$ cat src/rtl/hex_keypad_scanner.sv
`timescale 1ns/1ps
`default_nettype none
// ============================================================================
//  Module      : hex_keypad_scanner
//  Description : 4x4 hex keypad column scanner with debounce; accepted digits
//                shift into a 16-bit entry register.
//  Revision    : 1.0  initial release
// ============================================================================
module hex_keypad_scanner #(
    parameter int SCAN_DIV       = 200000,
    parameter int DEBOUNCE_SCANS = 4
) (
    input  logic        clock,
    input  logic        reset,
    input  logic [3:0]  rows,
    output logic [3:0]  cols,
    input  logic        clear,
    output logic        key_valid,
    output logic [3:0]  key_code,
    output logic        key_held,
    output logic [15:0] number
);

    localparam int c_DIV_W = (SCAN_DIV > 1) ? $clog2(SCAN_DIV) : 1;
    localparam int c_CNT_W = $clog2(DEBOUNCE_SCANS + 1);
    localparam logic [c_DIV_W-1:0] c_DIV_LAST = c_DIV_W'(SCAN_DIV - 1);
    localparam logic [c_CNT_W-1:0] c_CNT_LAST = c_CNT_W'(DEBOUNCE_SCANS);
    localparam logic [c_CNT_W-1:0] c_CNT_ONE  = c_CNT_W'(1);

    typedef enum logic [1:0] {
        S_IDLE     = 2'd0,
        S_DEBOUNCE = 2'd1,
        S_PRESSED  = 2'd2,
        S_RELEASE  = 2'd3
    } state_t;

    function automatic logic [3:0] key_map(input logic [1:0] r, input logic [1:0] c);
        logic [3:0] code;
        case ({r, c})
            4'h0: code = 4'h1;  4'h1: code = 4'h2;  4'h2: code = 4'h3;  4'h3: code = 4'hA;
            4'h4: code = 4'h4;  4'h5: code = 4'h5;  4'h6: code = 4'h6;  4'h7: code = 4'hB;
            4'h8: code = 4'h7;  4'h9: code = 4'h8;  4'hA: code = 4'h9;  4'hB: code = 4'hC;
            4'hC: code = 4'hE;  4'hD: code = 4'h0;  4'hE: code = 4'hF;  default: code = 4'hD;
        endcase
        return code;
    endfunction

    logic [3:0]         r_rows_meta;
    logic [3:0]         r_rows_sync;
    logic [c_DIV_W-1:0] r_div;
    logic [1:0]         r_col;
    logic [3:0]         r_cols;
    logic [1:0]         r_acc_hits;
    logic [3:0]         r_acc_code;
    state_t             r_state;
    logic [c_CNT_W-1:0] r_cnt;
    logic [3:0]         r_cand;
    logic               r_key_valid;
    logic [3:0]         r_key_code;
    logic               r_key_held;
    logic [15:0]        r_number;

    logic [2:0]         w_col_hits;
    logic [3:0]         w_col_code;
    logic [2:0]         w_sum;
    logic [1:0]         w_scan_hits;
    logic [3:0]         w_scan_code;
    logic               w_sample;
    logic               w_scan_done;
    logic               w_none;
    logic               w_single;
    logic               w_accept;
    logic [3:0]         w_accept_code;
    logic [c_CNT_W-1:0] w_cnt_inc;

    always_ff @(posedge clock) begin
        if (reset) begin
            r_rows_meta <= 4'b1111;
            r_rows_sync <= 4'b1111;
        end else begin
            r_rows_meta <= rows;
            r_rows_sync <= r_rows_meta;
        end
    end

    // Hits in the current column merged with the earlier columns of this scan;
    // the count saturates at 2 since only NONE/SINGLE/MULTI matter.
    always_comb begin
        w_col_hits = 3'd0;
        w_col_code = 4'h0;
        for (int r = 3; r >= 0; r--) begin
            if (!r_rows_sync[r]) begin
                w_col_hits = w_col_hits + 3'd1;
                w_col_code = key_map(2'(r), r_col);
            end
        end
        w_sum       = {1'b0, r_acc_hits} + w_col_hits;
        w_scan_hits = (w_sum >= 3'd2) ? 2'd2 : w_sum[1:0];
        w_scan_code = (r_acc_hits == 2'd1) ? r_acc_code : w_col_code;
    end

    assign w_sample    = (r_div == c_DIV_LAST);
    assign w_scan_done = w_sample && (r_col == 2'd3);
    assign w_none      = (w_scan_hits == 2'd0);
    assign w_single    = (w_scan_hits == 2'd1);
    assign w_cnt_inc   = r_cnt + c_CNT_ONE;

    always_comb begin
        w_accept      = 1'b0;
        w_accept_code = r_cand;
        if (w_scan_done && w_single) begin
            if (r_state == S_IDLE && DEBOUNCE_SCANS == 1) begin
                w_accept      = 1'b1;
                w_accept_code = w_scan_code;
            end else if (r_state == S_DEBOUNCE && w_scan_code == r_cand
                         && w_cnt_inc == c_CNT_LAST) begin
                w_accept = 1'b1;
            end
        end
    end

    always_ff @(posedge clock) begin
        if (reset) begin
            r_div      <= '0;
            r_col      <= 2'd0;
            r_cols     <= 4'b1110;
            r_acc_hits <= 2'd0;
            r_acc_code <= 4'h0;
        end else if (w_sample) begin
            r_div  <= '0;
            r_col  <= r_col + 2'd1;
            r_cols <= {r_cols[2:0], r_cols[3]};
            if (r_col == 2'd3) begin
                r_acc_hits <= 2'd0;
                r_acc_code <= 4'h0;
            end else begin
                r_acc_hits <= w_scan_hits;
                r_acc_code <= w_scan_code;
            end
        end else begin
            r_div <= r_div + c_DIV_W'(1);
        end
    end

    always_ff @(posedge clock) begin
        if (reset) begin
            r_state     <= S_IDLE;
            r_cnt       <= '0;
            r_cand      <= 4'h0;
            r_key_valid <= 1'b0;
            r_key_code  <= 4'h0;
            r_key_held  <= 1'b0;
            r_number    <= 16'h0000;
        end else begin
            r_key_valid <= w_accept;
            if (w_accept)
                r_key_code <= w_accept_code;
            if (w_accept && clear)
                r_number <= {12'h000, w_accept_code};
            else if (w_accept)
                r_number <= {r_number[11:0], w_accept_code};
            else if (clear)
                r_number <= 16'h0000;

            if (w_scan_done) begin
                case (r_state)
                    S_IDLE: begin
                        if (w_single) begin
                            r_cand <= w_scan_code;
                            r_cnt  <= c_CNT_ONE;
                            if (DEBOUNCE_SCANS == 1) begin
                                r_state    <= S_PRESSED;
                                r_key_held <= 1'b1;
                            end else begin
                                r_state <= S_DEBOUNCE;
                            end
                        end
                    end
                    S_DEBOUNCE: begin
                        if (w_single && w_scan_code == r_cand) begin
                            r_cnt <= w_cnt_inc;
                            if (w_accept) begin
                                r_state    <= S_PRESSED;
                                r_key_held <= 1'b1;
                            end
                        end else if (w_single) begin
                            r_cand <= w_scan_code;
                            r_cnt  <= c_CNT_ONE;
                        end else begin
                            r_state <= S_IDLE;
                            r_cnt   <= '0;
                        end
                    end
                    S_PRESSED: begin
                        if (w_none) begin
                            if (DEBOUNCE_SCANS == 1) begin
                                r_state    <= S_IDLE;
                                r_cnt      <= '0;
                                r_key_held <= 1'b0;
                            end else begin
                                r_state <= S_RELEASE;
                                r_cnt   <= c_CNT_ONE;
                            end
                        end
                    end
                    default: begin
                        if (w_none) begin
                            r_cnt <= w_cnt_inc;
                            if (w_cnt_inc == c_CNT_LAST) begin
                                r_state    <= S_IDLE;
                                r_cnt      <= '0;
                                r_key_held <= 1'b0;
                            end
                        end else begin
                            r_state <= S_PRESSED;
                        end
                    end
                endcase
            end
        end
    end

    assign cols      = r_cols;
    assign key_valid = r_key_valid;
    assign key_code  = r_key_code;
    assign key_held  = r_key_held;
    assign number    = r_number;

endmodule
`default_nettype wire
$ cat config.mk
export PLATFORM = sky130hd
export DESIGN_NAME = hex_keypad_scanner
export DESIGN_NICKNAME = d
export VERILOG_FILES = /design/src/rtl/hex_keypad_scanner.sv
export SDC_FILE = /design/constraint.sdc
export NUM_CORES = 1
export LEC_CHECK = 0
export BUFFER_PORTS_ARGS = -buffer_cell sky130_fd_sc_hd__buf_2
export CAP_MARGIN = 20
export CORE_AREA = 2 2 76 78
export DETAILED_ROUTE_END_ITERATION = 7
export DIE_AREA = 0 0 78 80
export GPL_ROUTABILITY_DRIVEN = 0
export PLACE_DENSITY = 0.83
export SLEW_MARGIN = 20
export SYNTH_ARGS = -nofsm -noshare
export SYNTH_HDL_FRONTEND = slang
export SYNTH_SLANG_ARGS = --single-unit
export TNS_END_PERCENT = 30
$ cat constraint.sdc
create_clock -name clock -period 6.24 [get_ports clock]
set_clock_uncertainty 0.15 [all_clocks]
set_input_delay 1.248 -clock clock [delete_from_list [all_inputs] [get_ports clock]]
set_output_delay 1.248 -clock clock [all_outputs]
set_load 0.02 [all_outputs]
; Word level (Yosys, flattened, before mapping)
; Index checks and enable logic that the tools add are counted.
[totals]
inputBits = 7
elab_cells = 108
reg_bits = 69
ramBits = 0
latchBits = 0
memories = 0
rom_bits = 0
[op_classes]
n_mul = 0
magnitude_cmp = 1
addsub = 7
bitwise_logic = 1
muxes = 44
n_eq_ne = 18
reduce_logical = 22
n_shift = 0
div_mod_pow = 0
[ops]
columns = op, count
row1 = $pmux W4 S4, 3
row2 = $mux W4, 9
row3 = $mux W16, 2
row4 = $mux W3, 8
row5 = $add A18 B1 Y18 const B, 1
row6 = $eq A18 B18 Y1 const B, 1
row7 = $mux W2, 9
row8 = $add A3 B1 Y3 const B, 4
row9 = $pmux W4 S3, 1
row10 = $reduce_and A6 Y1, 2
row11 = $pmux W3 S3, 1
row12 = $eq A2 B1 Y1 const B, 4
row13 = $mux W1, 8
row14 = $ne A2 B2 Y1 const B, 4
row15 = $pmux W4 S2, 1
row16 = $reduce_bool A2 Y1, 4
row17 = $eq A2 B2 Y1 const B, 3
row18 = $logic_and A1 B1 Y1, 6
row19 = $logic_not A2 Y1, 3
row20 = $pmux W2 S3, 1
row21 = $reduce_bool A3 Y1, 2
row22 = $reduce_or A2 Y1, 3
row23 = $ne A5 B1 Y1 const B, 1
row24 = $eq A4 B4 Y1, 1
row25 = other kinds (11), 11

; Logic depth before layout (Yosys ltp)
; Gate-level depths: netlist (run 1).
[logic_depth]
depth_word = 16
mapped_depth = 16
depth_no_buf = 13

; Least setup slack after synthesis (run 1)
; OpenSTA, ideal clock, no wires.
[synth_timing]
path_kind = register to register
from = reg r_rows_sync[2]
to = reg r_number[15], in the netlist number[15]
stages_incl_launch_ff = 16
n_path_buf = 3
t_arrival_ns = 3.740
setup_ns = 0.128
required_time_ns = 5.962
setup_slack_ns = 2.222
synth_period_minus_slack_ns = 4.018
path_cell_list = dfxtp_1 > buf_2 > inv_1 > ha_1 > xnor2_1 > ha_1 > mux2_2 > fa_1 > xnor3_2 > nand4_1 > or4_1 > or4_1 > buf_2 > buf_6 > mux2i_1 > nor2_1
[synth_via]
elab_chain_cells = 13
word_cells_on_any_way = 23
classes_between = add/sub: 3 / order compare: 1 / eq/ne: 2 / mux: 11 / reduce/logical: 6
[synth_lines]
columns = item, line_no
row1 = from (decl), 49  ; logic [3:0] r_rows_sync;
row2 = from (signal assigned), 82  ; r_rows_sync <= r_rows_meta;
row3 = $mux W3, 92  ; if (!r_rows_sync[r]) begin
row4 = $add A3 B1 Y3, 93  ; w_col_hits = w_col_hits + 3'd1;
row5 = $mux W3, 92
row6 = $add A3 B1 Y3, 93
row7 = $mux W3, 92
row8 = $add A2 B3 Y3, 97  ; w_sum = {1'b0, r_acc_hits} + w_col_hits;
row9 = $ge A3 B2 Y1, 98  ; w_scan_hits = (w_sum >= 3'd2) ? 2'd2 : w_sum[1:0];
row10 = $mux W2, 98
row11 = $eq A2 B1 Y1, 105  ; assign w_single = (w_scan_hits == 2'd1);
row12 = $logic_and A1 B1 Y1, 111  ; if (w_scan_done && w_single) begin
row13 = $mux W1 (*), 111
row14 = $logic_and A1 B1 Y1, 158  ; if (w_accept && clear)
row15 = $reduce_or A2 Y1 (no source line), --
row16 = to (signal assigned), 159  ; r_number <= {12'h000, w_accept_code};
row17 = to (signal assigned), 161  ; r_number <= {r_number[11:0], w_accept_code};
row18 = to (decl), 61  ; logic [15:0] r_number;
; Mark *: on every way between the ends. The rest lies on a longest branch, timed or not.
; A chain may end at the register's enable or synchronous reset.

; Final worst setup path (run 1)
[layout_timing]
from = reg r_rows_sync[2]
to = reg r_state[0]
[layout_via]
elab_chain_cells = 13
word_cells_on_any_way = 30
classes_between = add/sub: 3 / order compare: 1 / eq/ne: 7 / mux: 13 / reduce/logical: 6
[layout_lines]
columns = item, line_no
row1 = $mux W3, 92
row2 = $add A3 B1 Y3, 93
row3 = $mux W3, 92
row4 = $add A3 B1 Y3, 93
row5 = $mux W3, 92
row6 = $add A2 B3 Y3, 97
row7 = $ge A3 B2 Y1, 98
row8 = $mux W2, 98
row9 = $eq A2 B1 Y1, 105
row10 = $logic_and A1 B1 Y1, 111
row11 = $mux W1, 111
row12 = $ne A3 B3 Y1 (no source line), --
row13 = $reduce_and A6 Y1 (no source line), --
row14 = to (signal assigned), 147  ; r_state <= S_IDLE;
row15 = to (signal assigned), 172  ; r_state <= S_PRESSED;
row16 = to (signal assigned), 175  ; r_state <= S_DEBOUNCE;
row17 = to (decl), 55  ; state_t r_state;
; Several ways; a longest one is shown, not always the timed one.

==> results of run 1 <==
[placed cells by master, fill, tap and decap left out, types with 6 or more instances in the layout]
cell / synthesis / final
a21oi_1: 32 / 32
and3_1: 7 / 7
buf_2: 6 / 32
clkbuf_8: 0 / 9
dfxtp_1: 69 / 69
ha_1: 13 / 13
inv_1: 17 / 17
mux2i_1: 6 / 6
nand2_1: 39 / 39
nand2b_1: 6 / 6
nand3_1: 29 / 29
nand3b_1: 8 / 8
nor2_1: 39 / 39
o21ai_0: 11 / 11
or2_2: 11 / 11
or3_1: 7 / 7
xnor2_1: 9 / 9
xor2_1: 10 / 10
[through the flow]
stage,hold slack (ps),instance area (µm²),instances,power [W],util
5_1_grt,272,3750,494,0.00101,0.695
2_1_floorplan,239,3330,393,0.000496,-
3_3_place_gp,242,3490,478,0.000505,0.645
3_5_place_dp,244,3490,478,0.000507,0.645
4_1_cts,263,3750,494,0.000993,0.695
6_report,260,3750,494,0.000985,0.695
[cell type report]
| type | instances | area (µm²) |
|---|---|---|
| multi-input cells | 286 | 1780 |
| fillers | 430 | 1650 |
| flip-flops and latches | 69 | 1380 |
| repair buffers | 34 | 175 |
| clock inverters | 7 | 145 |
| clock buffers | 9 | 124 |
| well taps | 72 | 90.1 |
| inverters | 17 | 63.8 |
[logic make-up after synthesis]
family                     after synthesis  synth area share
AOI/OAI and AO/OA                       67             0.124
xor gates and xnor gates                20            0.0572
adders and majority gates               14            0.0549
buffers and inverters                   38            0.0508
DFF                                     69             0.415
muxes                                    7            0.0214
and+or+nand+nor                        178             0.277
[registers in the layout, summed over array words and instances, names as in the netlist, 2 cells and up]
signal       cells
number          16
r_acc_code       4
cols             4
r_cnt            3
r_rows_sync      4
r_cand           4
r_div           18
r_acc_hits       2
r_col            2
r_state          2
key_code         4
r_rows_meta      4
[critical path, stage by stage (launching register included)]
cell     delay (ps)
dfxtp_1         490
inv_1            80
ha_1            330
xnor2_1         270
ha_1            280
mux2_2          270
fa_1            390
xnor3_2         440
nand4_1         120
or4_1           470
or4_1           790
nand3_1         220
a41oi_1         120
[power by group]
part / internal, W / leakage, nW / switching, W
clock: 0.000309 / 0.130 / 0.000179
sequential: 0.000444 / 0.558 / 0.00000397
combinational: 0.0000187 / 0.824 / 0.0000309
total: 0.000771 / 1.51 / 0.000214
[worst paths after layout]
path | start | end | slack, ps | cells past startpoint
setup / recovery | r_rows_sync[2] | r_state[0] | 1690 | 12
hold / removal | r_rows_meta[1] | r_rows_sync[1] | 260 | 1
setup reg to reg | r_rows_sync[2] | r_state[0] | 1690 | 12
hold reg to reg | r_rows_meta[1] | r_rows_sync[1] | 260 | 1
[metal layers]
layer  up-vias  GRT usage  part of all wire
met5         -          0                 0
met4         0      0.116             0.015
met3        10     0.0464             0.041
met2        55      0.403              0.50
met1      1324      0.274              0.45
li1       1403          -                 -
==> impl.org, run 1 <==
** Outcome
- Run status :: completed

** Timing
- Final Worst Setup Slack :: 1690 ps
- Adding up every negative setup slack in the final design gives 0 ps.
- Number of hold-slack violations in the final timing report :: 0
- Number of setup violations in the final report :: 0
- Worst max-slew margin expressed relative to the limit :: 0.289
- The max-slew violation count came to 0.
- Of the available clock period, the critical path in the final layout requires 0.730.
- At the pin with the least slew margin, the transition time is 1060 ps.
- For this run, the top clock speed supported by timing is 220 MHz.
- Setup repair after global routing left no endpoint under its margin.
- Minimum clock period after layout :: 4550 ps

** Detailed routing
- Number of vias after detailed routing :: 2792
- The routed design has 6750 µm of wire.
- After detailed routing, the average wire length per cell comes to 13.7 µm.
- Remaining antenna violation count :: 0
- After detailed routing, the number of remaining DRC violations is 0.
- The first detailed-routing pass ran for 4 iterations.
- Initial DRC count :: 179
- Using the TritonRoute via totals, the vias-per-cell ratio works out to 5.65.

** Clock network
- H-tree depth :: 3
- In this run, CTS created clock tree buffers numbering 9.
- Clock slew seen by the registers of the worst setup and hold paths :: 80 ps
- Total setup buffers inserted after CTS :: 0
- Clock tree root driver cell :: clkbuf_8
- Maximum buffer depth of the clock tree :: 2
- Clock latency of the later-clocked register in the worst-skew pair :: 350 ps
- The number of gates resized after CTS was 0.
- The clock drives 69 sinks.
- CTS tree :: done
- Buffers inserted to repair hold after CTS numbered 0.

** Place
- Worst setup slack before clock tree synthesis :: 1700 ps
- Number of I/O port buffers :: 32
- The wire-length estimate of the detail-placed layout is 4550 µm.

** Synth
- Cell with the most instances after synthesis :: dfxtp_1
- For this run, the number of Yosys warnings is 0.
- The number of nets in the synthesized netlist is 414.
- After synthesis, the cell types taking the most area are dfxtp_1 42%, ha_1 4.9%, a21oi_1 4.8%, nand2_1 4.4%, nor2_1 4.4%.
- The cell area that synthesis handed to floorplanning was 3330 µm².
- Mean area per synthesized cell :: 8.46 µm²
- In the synthesized netlist, the cells that appear most often are 69 x dfxtp_1, 39 x nand2_1, 39 x nor2_1, 32 x a21oi_1, 29 x nand3_1.
- Number of storage elements in the synthesis netlist :: 69
- For this run, the register share of the synthesized area comes to 0.415.
- Number of distinct library cell variants in the gate-level netlist after synthesis :: 52
- Cell taking the most area after synthesis :: dfxtp_1
- For this run, asynchronously set or reset flops after synthesis account for 0.
- In the synthesized netlist the dominant register cell turns out to be dfxtp_1.
- Fraction of synthesized cell area taken by the top area cell type :: 0.415
- Number of enable flip-flop cells after synthesis :: 0
- Synthesis produced 393 cells.

** Floorplanning
- Pin placement for this block handled 33 I/O pins.
- Die W :: 78 µm
- For this configuration, the core starts out at a cell density of 0.615.
- The floorplan step defined a die boundary enclosing 6240 µm².
- The core region is 5410 µm².
- Floorplan die height :: 80 µm
- After floorplanning, the core was divided into 27 placement rows.

** Critical path
- STA puts the critical path data required time at 6310 ps.
- In this run the worst path has a maximum fanout of 22.
- The worst setup path is of the reg -> reg kind.
- Type of element launching the critical path :: register
- Arrival time of data at the critical path endpoint :: 4620 ps
- Type of destination of the critical path :: register

** Power
- VDD sags by at most 0.188 mV.
- For this design the static power due to leakage is 1.51 nW.
- Power spread over the standard cell area amounts to 262 nW/µm².

** Global routing
- Across every metal layer, demand over resource in global routing totals 0.232.
- The first global-routing pass estimated 11600 µm of wire.
- For this run the aggregate overflow at the end of global routing stands at 0.
- Largest net degree at the start of global routing :: 48
- Via count of the first global-routing pass :: 2655
- The number of antenna violations at the first check in global routing was 0.

** Finish
- Area Overhead vs Synth :: 12.9%
- Share of layout cells above drive strength 1 :: 0.159
- Final net count :: 438
- Diode count :: 0

** Worst hold path
- In this run the worst hold path is classified as reg -> reg.

** Flow run
- Max_cap viols :: 0
No activity file was read; power rests on OpenSTA's default activity.
==> run 2, diff against run 1 <==
--- a/config.mk
+++ b/config.mk
@@ -7,11 +7,11 @@
 export LEC_CHECK = 0
 export BUFFER_PORTS_ARGS = -buffer_cell sky130_fd_sc_hd__buf_2
 export CAP_MARGIN = 20
-export CORE_AREA = 2 2 76 78
+export CORE_AREA = 2 2 83 85
 export DETAILED_ROUTE_END_ITERATION = 7
-export DIE_AREA = 0 0 78 80
+export DIE_AREA = 0 0 85 87
 export GPL_ROUTABILITY_DRIVEN = 0
-export PLACE_DENSITY = 0.83
+export PLACE_DENSITY = 0.74
 export SLEW_MARGIN = 20
 export SYNTH_ARGS = -nofsm -noshare
 export SYNTH_HDL_FRONTEND = slang
==> constraint.sdc (replaced) <==
create_clock -name clock -period 3.7 [get_ports clock]
set_clock_uncertainty 0.15 [all_clocks]
set_input_delay 0.74 -clock clock [delete_from_list [all_inputs] [get_ports clock]]
set_output_delay 0.74 -clock clock [all_outputs]
set_load 0.02 [all_outputs]
==> run 2 against run 1 <==
Effect of this change: sequential power increased by 69%; combinational power increased by 110%; hold slack got worse by 2.0 ps; sequential share of layout area shrank 1.5 points; critical path depth up 2; power increased by 49%; maximum frequency is 25% higher; via count rose by 1.6%.
==> impl.org, run 2 (same netlist as run 1, synthesis figures left out) <==
** Outcome
- Run status :: completed

** Power
- Power spread over the standard cell area amounts to 375 nW/µm².
- Maximum ir drop on the vdd rail :: 0.230 mV
- Leakage :: 1.58 nW

** Clock network
- CTS saw 69 sinks.
- At the later pin of the worst-skew pair, clock insertion delay measures 350 ps.
- The tree is rooted in a clkbuf_8.
- The clock tree synthesis step divided the H-tree into 3 levels.
- Maximum buffer depth of the clock tree :: 2
- CTS tree :: done
- Number of buffers added to fix hold violations after cts :: 0
- Clock-pin slew was measured on the worst setup and hold paths at 80 ps.
- Counting the buffers created by CTS gives 9.

** Global routing
- Total routing resource utilization after global routing :: 0.189
- Global-route wire length before repair :: 11300 µm
- The number of global-route vias before repair is 2559.
- The total overflow left after global routing is 0.
- The number of antenna violations at the first check in global routing came to 0.
- Entering global routing, the biggest net connects 25 pins.

** Critical path
- STA classifies the critical path startpoint as a register.
- In this run the register-to-register setup slack is 60 ps.
- Counting both buffers and inverters, the worst setup path holds a total of 4.
- Launching instance or port of the critical path :: r_rows_sync[3]
- Maximum fanout encountered on the critical timing path :: 6
- The setup path with the least slack is of type reg -> reg.
- Longest individual stage delay on the worst path :: 560 ps
- The critical path runs through a total of 14 cells.
- Most common cell type on the critical path :: inv_2
- Logic depth of the worst register-to-register path :: 14
- The startpoint identified for the worst register-to-register timing path is r_rows_sync[3].
- Data required time at the worst endpoint :: 3770 ps
- STA classifies the critical path endpoint as a register.
- Family of cells with the greatest summed delay on the critical path :: simple AND/OR/NAND/NOR gates
- Cell-by-cell listing of the critical path :: inv_2 -> ha_4 -> xnor2_4 -> buf_4 -> xnor2_1 -> ha_1 -> fa_2 -> inv_2 -> nand4_1 -> or4_1 -> or4_4 -> buf_12 -> nand3_1 -> a41oi_1
- The critical path ends at r_state[0].
- The endpoint identified for the worst register-to-register timing path is r_state[0].
- Slowest library cell on the worst path :: or4_4
- Data on the critical path arrives at its endpoint at 3710 ps.

** Timing
- Number of setup violations in the final report :: 0
- In the finished design, the share of the clock period the worst path needs comes to 0.985.
- Minimum clock period after layout :: 3640 ps
- Number of hold-slack violations in the final timing report :: 0
- The worst path meets setup with 55.9 ps of slack.
- Peak Freq :: 274 MHz
- The worst pin sits at a relative slew slack of 0.564.
- The max-slew violation count was 0.
- Setup repair after global routing could not meet its margin everywhere.
- Actual slew at the worst max-slew pin :: 654 ps

** Floorplanning
- Total Die Area :: 7400 µm²
- Core area :: 6570 µm²
- Initial standard-cell utilization of the core :: 0.506
- 33 I/O pins were placed.
- Total number of placement rows :: 30
- In this run the horizontal extent of the chip is 85 µm.
- Floorplan die height :: 87 µm

** Detailed routing
- For this run, design rule violations remaining after detail routing come to 0.
- The routed layout has 2837 vias.
- Pre-antenna DRT Iters :: 4
- After the first detailed-routing iteration, the DRC count stood at 170.
- Remaining antenna violation count :: 0
- Routed wire length :: 7110 µm
- After detailed routing, the average wire length per cell comes to 13.8 µm.
- Post-detailed-route via-to-cell ratio :: 5.50

** Finish
- The register with the most flip-flops in the layout has 18 of them.
- Final core utilization :: 0.596
- Filler cell count in the final layout :: 567
- Register name with the most flops :: r_div
- Diode count :: 0
- Most frequent cells in the layout :: 67 x dfxtp_1, 39 x nand2_1, 39 x nor2_1
- Final net count :: 452
- The library cell used most frequently in the layout, excluding fill and tap cells, is dfxtp_1.
- Area Overhead vs Synth :: 17.8%
- Of the cells placed in the final design, the portion with a size suffix greater than 1 is 0.216.

** Worst hold path
- Hold WC Path Type :: reg -> reg

** Place
- Number of I/O port buffers :: 32
- After legalization and detailed placement, the total HPWL measured 4630 µm.
- Worst setup slack before clock tree synthesis :: -4.51 ps

** Flow run
- Max_cap viols :: 0
==> run 2: cell types whose count changed in the layout (fill, tap and decap cells not counted), moves of 3 or more <==
| cell | before | now |
|---|---|---|
| bufinv_16 | 4 | 1 |
| inv_2 | 0 | 3 |
| inv_1 | 17 | 14 |
| buf_4 | 2 | 13 |
==> run 2: repair_timing <==
| action | in CTS | in global routing |
|---|---|---|
| cloned | 0 | 2 |
| resized for setup | 4 | 11 |
| endpoints found under the setup margin | 3 | 28 |
| pin swaps | 0 | 7 |
| setup buffers | 0 | 1 |
==> run 2: worst min path at each step <==
stage,start,end,slack [ps],cells past startpoint
3_3_place_gp,r_rows_meta[0],r_rows_sync[0],250,1
5_1_grt,r_rows_meta[1],r_rows_sync[1],270,1
2_1_floorplan,r_rows_meta[0],r_rows_sync[0],240,1
4_1_cts,r_rows_meta[1],r_rows_sync[1],260,1
6_report,r_rows_meta[2],r_rows_sync[2],260,1
3_5_place_dp,r_rows_meta[1],r_rows_sync[1],240,1
==> run 2: worst reg2reg max path, stage by stage, from the launching register on <==
cell,delay [ps]
dfxtp_2,350
inv_2,50
ha_4,250
xnor2_4,150
buf_4,150
xnor2_1,180
ha_1,230
fa_2,470
inv_2,90
nand4_1,110
or4_1,410
or4_4,560
buf_12,170
nand3_1,80
a41oi_1,110
==> run 2: routing by layer <==
layer | global-route usage | share of wire | vias to the layer above | routed length (µm)
met5 | 0 | 0 | - | 0
met4 | 0.0924 | 0.020 | 0 | 140
met3 | 0.0474 | 0.039 | 13 | 274
met2 | 0.310 | 0.49 | 52 | 3470
met1 | 0.233 | 0.45 | 1342 | 3230
li1 | - | - | 1430 | -
==> run 2: cell type report <==
cell class                      count  area [µm²]  area share
Multi-Input combinational cell    286        1840       0.471
Sequential cell                    69        1380       0.353
Timing Repair Buffer               48         328      0.0837
Clock buffer                        9         124      0.0316
Tap cell                           80         100      0.0256
Clock inverter                      7        73.8      0.0188
Inverter                           17        63.8      0.0163
==> run 2: report_power, final <==
part	switching, W	leakage (nW)	internal, W	total [W]
registers	0.00000581	0.557	0.000749	0.000755
logic	0.0000596	0.922	0.0000430	0.000103
clock network	0.000299	0.0996	0.000313	0.000612
total	0.000365	1.58	0.00111	0.00147
==> run 2: metrics by stage <==
step	std cells	hold slack, ps	TNS, ps	cell area, µm²	total power, W
finish	516	258	0	3920	0.00147
floorplan	393	239	0	3350	0.000840
CTS	513	262	0	3820	0.00148
global placement	497	245	0	3610	0.000862
detailed placement	497	244	-4.51	3610	0.000864
global route	516	270	-693	3920	0.00153
==> run 3, diff against run 2 <==
--- a/config.mk
+++ b/config.mk
@@ -12,6 +12,7 @@
 export DIE_AREA = 0 0 85 87
 export GPL_ROUTABILITY_DRIVEN = 0
 export PLACE_DENSITY = 0.74
+export REMOVE_ABC_BUFFERS = 1
 export SLEW_MARGIN = 20
 export SYNTH_ARGS = -nofsm -noshare
 export SYNTH_HDL_FRONTEND = slang
==> run 3 against run 2 <==
Effect of this change: flip-flop and latch count unchanged; wire length fell by 3.0%; final cell count grew 0.97%; combinational power barely moved; cell area is 0.77% higher; global-route usage is 0.36 points higher; critical endpoint unchanged; largest cell class unchanged; largest power group unchanged.
==> impl.org, run 3 (same netlist as run 1, synthesis figures left out) <==
** Outcome
- The flow ran to the end, and the final reports show no timing, DRC or antenna violations.

** Detailed routing
- Using the TritonRoute via totals, the vias-per-cell ratio works out to 5.40.
- Wire length per cell :: 13.2 µm
- The routed design uses 3350 µm of met2 wire.
- Routed wire length :: 6900 µm
- For this run, design rule violations remaining after detail routing come to 0.
- Pre-antenna DRT Iters :: 4
- The routed layout has 2814 vias.
- In the detailed route, the total length drawn on met3 is 168 µm.
- Remaining antenna violation count :: 0
- Initial DRC count :: 167
- Top routing layer in use :: met4
- Total routed wire length on the met1 layer :: 3300 µm

** Timing
- Setup violations remaining at the end of the flow were counted as 0.
- Peak Freq :: 278 MHz
- Final count of pins violating max slew :: 0
- Dividing the final minimum period by the clock period gives 0.971.
- The count of final hold-check violations was 0.
- Final Worst Setup Slack :: 108 ps
- Minimum clock period after layout :: 3590 ps
- In the final timing run, aggregate negative setup slack is 0 ps.
- At the pin with the least slew margin, the transition time is 605 ps.
- Measured against its own limit, the worst slew margin works out to 0.593.

** Power
- Across the VDD grid, the largest voltage drop is 0.274 mV.
- Leakage :: 1.60 nW
- In this run the power density over the cells is 389 nW/µm².

** Critical path
- Buffers and inverters on the worst path :: 2
- In this run the worst path has a maximum fanout of 6.
- Type of the worst setup path :: reg -> reg
- At the worst endpoint, the required time is 3750 ps.
- Arrival time of data at the critical path endpoint :: 3640 ps
- The slowest stage of the critical path belongs to the cell or4_1.
- The worst setup path is launched from a register.
- Longest individual stage delay on the worst path :: 490 ps
- Cell-by-cell listing of the critical path :: inv_2 -> ha_4 -> xnor2_4 -> ha_1 -> mux2_4 -> fa_2 -> xnor3_2 -> nand4_1 -> or4_1 -> or4_4 -> buf_6 -> nand3_2 -> a41oi_2
- Broken down by cell family, the worst path's largest delay share belongs to simple AND/OR/NAND/NOR gates.
- Type of destination of the critical path :: register

** Flow run
- Across the run, the number of max-cap violations was 0.

** Finish
- The register with the most flip-flops in the layout has 18 of them.
- After the last flow step, the layout net total stands at 457.
- Leaving out fill and tap cells, the most frequent cells in the layout are 67 x dfxtp_1, 39 x nand2_1, 39 x nor2_1.
- Leaving out fill and tap cells, the most frequent cell in the layout is dfxtp_1.
- Ranked by flip-flop count, first place goes to r_div.
- Share of layout cells above drive strength 1 :: 0.222
- Diode count :: 0
- Area Overhead vs Synth :: 18.7%

** Global routing
- The first global-routing pass estimated 11500 µm of wire.
- Largest net degree at the start of global routing :: 33
- Antenna violations before repair :: 0
- For this run, the total global-route usage over all layers was measured as 0.193.
- The total overflow left after global routing is 0.
- The number of global-route vias before repair was 2575.

** Clock network
- The clock drives 69 sinks.
- Maximum buffer depth of the clock tree :: 2
- Number of buffers added to fix hold violations after cts :: 0
- Number of buffers created by CTS :: 9
- The tree is rooted in a clkbuf_8.
- Clock latency on the worst-skew pair, taken at its later pin, is 340 ps.
- H-tree depth :: 3
- Clock-pin slew was measured on the worst setup and hold paths at 70 ps.
- TritonCTS built the clock tree.

** Place
- The count of buffers added on input and output ports is 32.
- Final HPWL from detailed placement :: 4800 µm
- Worst setup slack before clock tree synthesis :: -241 ps

** Floorplanning
- The die is 87 µm tall.
- Initial standard-cell utilization of the core :: 0.506
- Core area :: 6570 µm²
- Top Ports :: 33
- Total number of placement rows :: 30
- Die W :: 85 µm
- Total Die Area :: 7400 µm²

** Worst hold path
- The tightest min-delay check is of the reg -> reg type.
==> run 3: worst register-to-register path, stage by stage (launching register included) <==
cell and delay (ps):
dfxtp_2 340, inv_2 40, ha_4 250, xnor2_4 130
ha_1 280, mux2_4 270, fa_2 330, xnor3_2 230
nand4_1 100, or4_1 490, or4_4 490, buf_6 170
nand3_2 70, a41oi_2 110
==> run 3: through the flow <==
| stage | instances | power [W] | hold WS [ps] | utilization | instance area, µm² |
|---|---|---|---|---|---|
| 5_1_grt | 521 | 0.00159 | 276 | 0.601 | 3950 |
| 6_report | 521 | 0.00153 | 261 | 0.601 | 3950 |
| 4_1_cts | 520 | 0.00154 | 261 | 0.591 | 3880 |
| 3_3_place_gp | 502 | 0.000864 | 244 | 0.550 | 3620 |
| 2_1_floorplan | 372 | 0.000826 | 239 | - | 3220 |
| 3_5_place_dp | 502 | 0.000867 | 244 | 0.550 | 3620 |
==> run 3: layout make-up <==
cell class	instances	area, µm²
multi-input cells	286	1840
inverters	17	63.8
well taps	80	100
flip-flops and latches	69	1380
repair buffers	53	344
clock inverters	7	96.3
fillers	581	2620
clock buffers	9	124
==> run 3: repair_timing <==
item                                    4_1_cts  5_1_grt
setup buffers                                 1        0
pin swaps                                     3        7
endpoints found under the setup margin       23       24
gates cloned                                  1        1
gates resized for setup                       6       12
==> run 3: report_power, final <==
part	leakage, nW	internal, W	switching [W]
Sequential	0.557	0.000749	0.00000550
Combinational	0.928	0.0000454	0.0000588
Clock	0.114	0.000383	0.000292
Total	1.60	0.00118	0.000357
==> run 3: routing by layer <==
layer,up-vias,global-route usage
li1,1447,-
met1,1329,0.243
met2,30,0.327
met3,8,0.0427
met4,0,0.0664
met5,-,0
==> run 3: worst paths after layout <==
check                 startpoint        endpoint  slack, ps  depth (start not counted)
setup reg to reg  r_rows_sync[3]      r_state[0]        110                         13
setup / recovery  r_rows_sync[3]      r_state[0]        110                         13
hold / removal    r_rows_meta[1]  r_rows_sync[1]        260                          1
hold reg to reg   r_rows_meta[1]  r_rows_sync[1]        260                          1
